### src/rtl/vending_pkg.sv
// Shared definitions for the parametrised vending controller.
// Credit is counted in units of UNIT_BANI.
package vending_pkg;

  typedef enum logic [1:0] {
    IDLE   = 2'd0,
    VEND   = 2'd1,
    CHANGE = 2'd2
  } state_t;

  localparam int UNIT_BANI = 50;

endpackage

### src/rtl/vending_ctrl_param.sv
// Vending-machine controller: credits one-hot coin pulses, vends at PRICE,
// and pays any remaining credit back one unit per change handshake.
module vending_ctrl_param
  import vending_pkg::*;
#(
  parameter int                      N_COIN    = 2,
  parameter int                      VAL_W     = 4,
  parameter logic [N_COIN*VAL_W-1:0] COIN_VALS = {4'd2, 4'd1},
  parameter int                      PRICE     = 5,
  parameter int                      CREDIT_W  = 4
) (
  input  logic                clk,
  input  logic                rst_n,
  input  logic [N_COIN-1:0]   coin,
  input  logic                cancel,
  output logic                vend,
  output logic                chg_valid,
  input  logic                chg_ready,
  output logic                coin_reject,
  output logic [CREDIT_W-1:0] credit,
  output logic                busy
);

  function automatic int maxCoin();
    int m;
    m = 0;
    for (int i = 0; i < N_COIN; i++) begin
      if (int'(COIN_VALS[i*VAL_W +: VAL_W]) > m) m = int'(COIN_VALS[i*VAL_W +: VAL_W]);
    end
    return m;
  endfunction

  localparam int                  MAX_COIN = maxCoin();
  localparam logic [CREDIT_W-1:0] PRICE_C  = CREDIT_W'(PRICE);

  // Credit can never exceed PRICE-1 plus the largest coin, so no overflow path exists.
  generate
    if (PRICE < 1 || (PRICE - 1 + MAX_COIN) >= (2 ** CREDIT_W)) begin : g_bad_params
      $error("vending_ctrl_param: PRICE must be >= 1 and PRICE-1+max coin must fit in CREDIT_W");
    end
  endgenerate

  state_t              r_state;
  logic [CREDIT_W-1:0] r_credit;
  logic                r_coin_reject;

  state_t              w_next_state;
  logic [CREDIT_W-1:0] w_next_credit;
  logic [CREDIT_W-1:0] w_coin_val;
  logic [CREDIT_W-1:0] w_sum;
  logic [CREDIT_W-1:0] w_remain;
  logic                w_legal;
  logic                w_any;
  logic                w_reject;

  always_comb begin
    w_coin_val = '0;
    for (int i = 0; i < N_COIN; i++) begin
      if (coin[i]) w_coin_val = CREDIT_W'(COIN_VALS[i*VAL_W +: VAL_W]);
    end
  end

  assign w_legal  = $onehot(coin);
  assign w_any    = |coin;
  assign w_sum    = r_credit + w_coin_val;
  assign w_remain = r_credit - PRICE_C;

  always_comb begin
    w_next_state  = r_state;
    w_next_credit = r_credit;
    w_reject      = 1'b0;
    unique case (r_state)
      IDLE: begin
        if (cancel) begin
          w_reject = w_any;
          if (r_credit != '0) w_next_state = CHANGE;
        end else if (w_legal) begin
          w_next_credit = w_sum;
          if (w_sum >= PRICE_C) w_next_state = VEND;
        end else begin
          w_reject = w_any;
        end
      end
      VEND: begin
        w_reject      = w_any;
        w_next_credit = w_remain;
        w_next_state  = (w_remain != '0) ? CHANGE : IDLE;
      end
      CHANGE: begin
        w_reject = w_any;
        if (chg_ready) begin
          w_next_credit = r_credit - CREDIT_W'(1);
          if (r_credit == CREDIT_W'(1)) w_next_state = IDLE;
        end
      end
      default: begin
        w_next_state  = IDLE;
        w_next_credit = '0;
      end
    endcase
  end

  always_ff @(posedge clk or negedge rst_n) begin
    if (!rst_n) begin
      r_state       <= IDLE;
      r_credit      <= '0;
      r_coin_reject <= 1'b0;
    end else begin
      r_state       <= w_next_state;
      r_credit      <= w_next_credit;
      r_coin_reject <= w_reject;
    end
  end

  assign vend        = (r_state == VEND);
  assign chg_valid   = (r_state == CHANGE);
  assign busy        = (r_state == VEND) || (r_state == CHANGE);
  assign coin_reject = r_coin_reject;
  assign credit      = r_credit;

endmodule

### config.mk
export PLATFORM = sky130hd
export DESIGN_NAME = vending_ctrl_param
export DESIGN_NICKNAME = d
export VERILOG_FILES = /design/src/rtl/vending_pkg.sv /design/src/rtl/vending_ctrl_param.sv
export SDC_FILE = /design/constraint.sdc
export NUM_CORES = 1
export LEC_CHECK = 0
export CAP_MARGIN = 20
export CORE_MARGIN = 2
export CORE_UTILIZATION = 35
export DETAILED_ROUTE_END_ITERATION = 7
export SLEW_MARGIN = 20
export SYNTH_ARGS = -nofsm -noshare
export SYNTH_HDL_FRONTEND = slang
export SYNTH_SLANG_ARGS = --single-unit
### constraint.sdc
create_clock -name clk -period 2.8 [get_ports clk]
set_input_delay 0.56 -clock clk [delete_from_list [all_inputs] [get_ports clk]]
set_output_delay 0.56 -clock clk [all_outputs]
set_load 0.02 [all_outputs]
==> summary.md <==
| Metric | Value |
|---|---|
| Initial antenna violation count | `0` |
| Seq cells post-synth | `7` |
| Number of global-route vias before repair | `636` |
| Placed insts | `between 100 and 150` |
| FF-to-FF Start | `credit[0]$_DFFE_PN0P_` |
| Post-synth EDFFs | `0` |
| Hold Violations, Final | `0` |
| Crit start category | `input pin` |
| Number of buffers added on ports | `13` |
| Worst vdd ir | `0.000575 V` |
| CP Depth | `9` |
| Synthesis-to-finish area growth | `26.7%` |
| DPL Wire Length | `1390 um` |
| Post-route ant nets | `0` |
| Buf/Inv on CP | `2` |
| 1st-pass router iterations | `4` |
| Syn Area/Cell | `9.07 um^2` |
| Filler cell count | `196` |
| Flop2flop setup slack | `~0.72 ns` |
| Detailed-route DRC error count | `0` |
| Clock transition at path regs | `0.05 ns` |
| Placer Congestion | `0.823` |
| Crit path cell chain | `clkdlybuf4s50_1 > inv_1 > ha_1 > ha_1 > fa_1 > xnor2_1 > o21ai_1 > o211ai_2 > mux2_4` |
| DIE AREA | `around 0.0025 mm^2` |
| Worst-margin pin slew | `roughly 0.44 ns` |
| Largest cells by area after synthesis | `dfrtp_1 (23%), ha_1 (20%), inv_1 (5.5%)` |
| Top_reg_cell synth | `dfrtp_1` |
| Dpl ws | `-0.0194 ns` |
| Setup Viol. Count Final | `0` |
| Worst Setup SP | `coin[1]` |
| Synth warn | `0` |
| Slew headroom | `0.707` |
| Worst endpoint required time | `between 2 and 3 ns` |
| Leak | `0.000431 uW` |
| Post-CTS setup buffer count | `0` |
| Synth top area share | `0.233` |
| Hold Crit Class | `in -> async` |
| Fin crit period | `2.55 ns` |
| I/O pins | `14` |
| DRT Wirelength | `1770 um` |
| # hold bufs at CTS | `0` |
| Critical path fanouts, max | `2` |
| Unique masters post-synth | `35` |
| FF-to-FF path depth | `6` |
| Family with the most delay on the worst path | `adder cells` |
| Total global-route track usage | `0.158` |
| Crit Path Class | `in -> reg` |
| Max Freq | `393 MHz` |
| Clk buf depth | `2` |
| Slowest-stage cell, CP | `clkdlybuf4s50_1` |
| WP data arrival | `2.68 ns` |
| RSZ-0062 raised after global routing | `false` |
| Sequential area share after synthesis | `0.233` |
| Power Density | `1200 mW/mm^2` |
| CTS root buffer | `clkbuf_4` |
| Reg2reg end | `r_state[0]$_DFFE_PN0P_` |
| Critical path endpoint | `r_state[0]$_DFFE_PN0P_` |
| Initial Utilization | `0.376` |
| Nets | `122` |
| Fin worst setup slack | `0.254 ns` |
| Post-synth ARST share | `1.00` |
| Most used cell, CP | `ha_1` |
| Largest net degree at the start of global routing | `15` |
| Non-Filler Instances | `129` |
| Synth top cells by count | `ha_1 (12), inv_1 (11), dfrtp_1 (7), nor2_1 (7)` |
| DR WL/cell | `13.7 um` |
| Total Neg Setup Slack | `0 ns` |
| CTS tree | `built` |
| Critical path's largest stage delay | `0.47 ns` |
| Area of the mapped netlist | `753 um^2` |
| Post-CTS sizing | `0` |
| Clock latency on the worst-skew pair | `0.25 ns` |
| Final period util | `0.909` |
| Top-count cell post-synth | `ha_1` |
| Final Skew | `0.00106 ns` |
| Antenna cells | `0` |
| # clock sinks | `7` |
| Max_cap viols | `0` |
| Instance count of the mapped netlist | `83` |
| Min Hold Slack | `0.569 ns` |
| Total gr overflow | `0` |
| Max Slew Vio Count | `0` |
| CP endpoint kind | `flip-flop` |
| First DRT Iteration DRCs | `34` |
| First-pass GRT wire length | `approximately 3000 um` |
| Height of the die | `roughly 50 um` |
| FP Rows | `16` |
| Via density | `5.37` |
| Core footprint | `0.00200 mm^2` |
| H-tree Lvls | `1` |
| Die extent in x | `approximately 50 um` |
| Share of layout cells above drive strength 1 | `0.118` |
| Total number of vias | `693` |
| Syn_nets | `102` |
| TritonCTS buffer count | `3` |
| Status | `complete, no violations` |
| Post-synth top area cell | `dfrtp_1` |
cell usage in the layout, fill, tap and decap left out, drive strengths merged, types with 2 or more instances in the layout:
cell type       n
o21ai           2
o31ai           4
xnor2           2
nor2b           4
o211ai          2
ha             12
clkbuf          4
inv            11
nand2           5
buf             4
a21oi           5
nor2            7
dfrtp           7
clkdlybuf4s50  13
logic make-up (layout without fill, tap and decap cells):
family,Yosys count,in the layout,share of synthesized area
buffers and inverters,13,32,0.0797
AOI/OAI and AO/OA,24,24,0.246
DFF,7,7,0.233
adders and majority gates,13,13,0.226
muxes,2,2,0.0332
and+or+nand+nor,22,22,0.159
xor gates and xnor gates,2,2,0.0233
worst min-delay path by stage:
stage	startpoint	to	slack, ns	depth (start not counted)
2_1_floorplan	rst_n	coin_reject$_DFF_PN0_	0.26	0
3_3_place_gp	r_state[0]$_DFFE_PN0P_	r_state[0]$_DFFE_PN0P_	0.57	1
3_5_place_dp	r_state[0]$_DFFE_PN0P_	r_state[0]$_DFFE_PN0P_	0.58	1
4_1_cts	rst_n	credit[0]$_DFFE_PN0P_	0.57	1
5_1_grt	rst_n	credit[0]$_DFFE_PN0P_	0.58	1
6_report	rst_n	credit[0]$_DFFE_PN0P_	0.57	1
power breakdown:
part	switching, uW	internal [uW]	leakage [uW]
clock network	36.0	54.3	0.0000150
logic	419	394	0.000329
registers	94.6	151	0.0000875
cell type report:
cell class | instances | area [um^2] | area share
clock buffers | 4 | 26.3 | 0.0275
well taps | 27 | 33.8 | 0.0354
flip-flops and latches | 7 | 175 | 0.183
repair buffers | 17 | 160 | 0.168
multi-input cells | 63 | 518 | 0.543
inverters | 11 | 41.3 | 0.0433
per-layer routing:
| metal | vias to the layer above | global-route usage | share of wire |
|---|---|---|---|
| li1 | 337 | - | - |
| met1 | 332 | 0.201 | 0.46 |
| met2 | 24 | 0.257 | 0.48 |
| met5 | - | 0 | 0 |
| met3 | 0 | 0.0685 | 0.052 |
| met4 | 0 | 0.0135 | 0 |
state kept, by name, indices dropped and copies added, names as in the netlist:
register,cells
credit,4
coin_reject,1
r_state,2
stage by stage:
step | util | power [uW] | cell area (um^2)
final | 0.477 | 1150 | 955
after global routing | 0.477 | 1250 | 955
after detailed placement | 0.464 | 1060 | 928
after global placement | 0.464 | 1050 | 928
after floorplan | - | 794 | 753
after CTS | 0.477 | 1150 | 955
No activity file was read; power rests on OpenSTA's default activity.
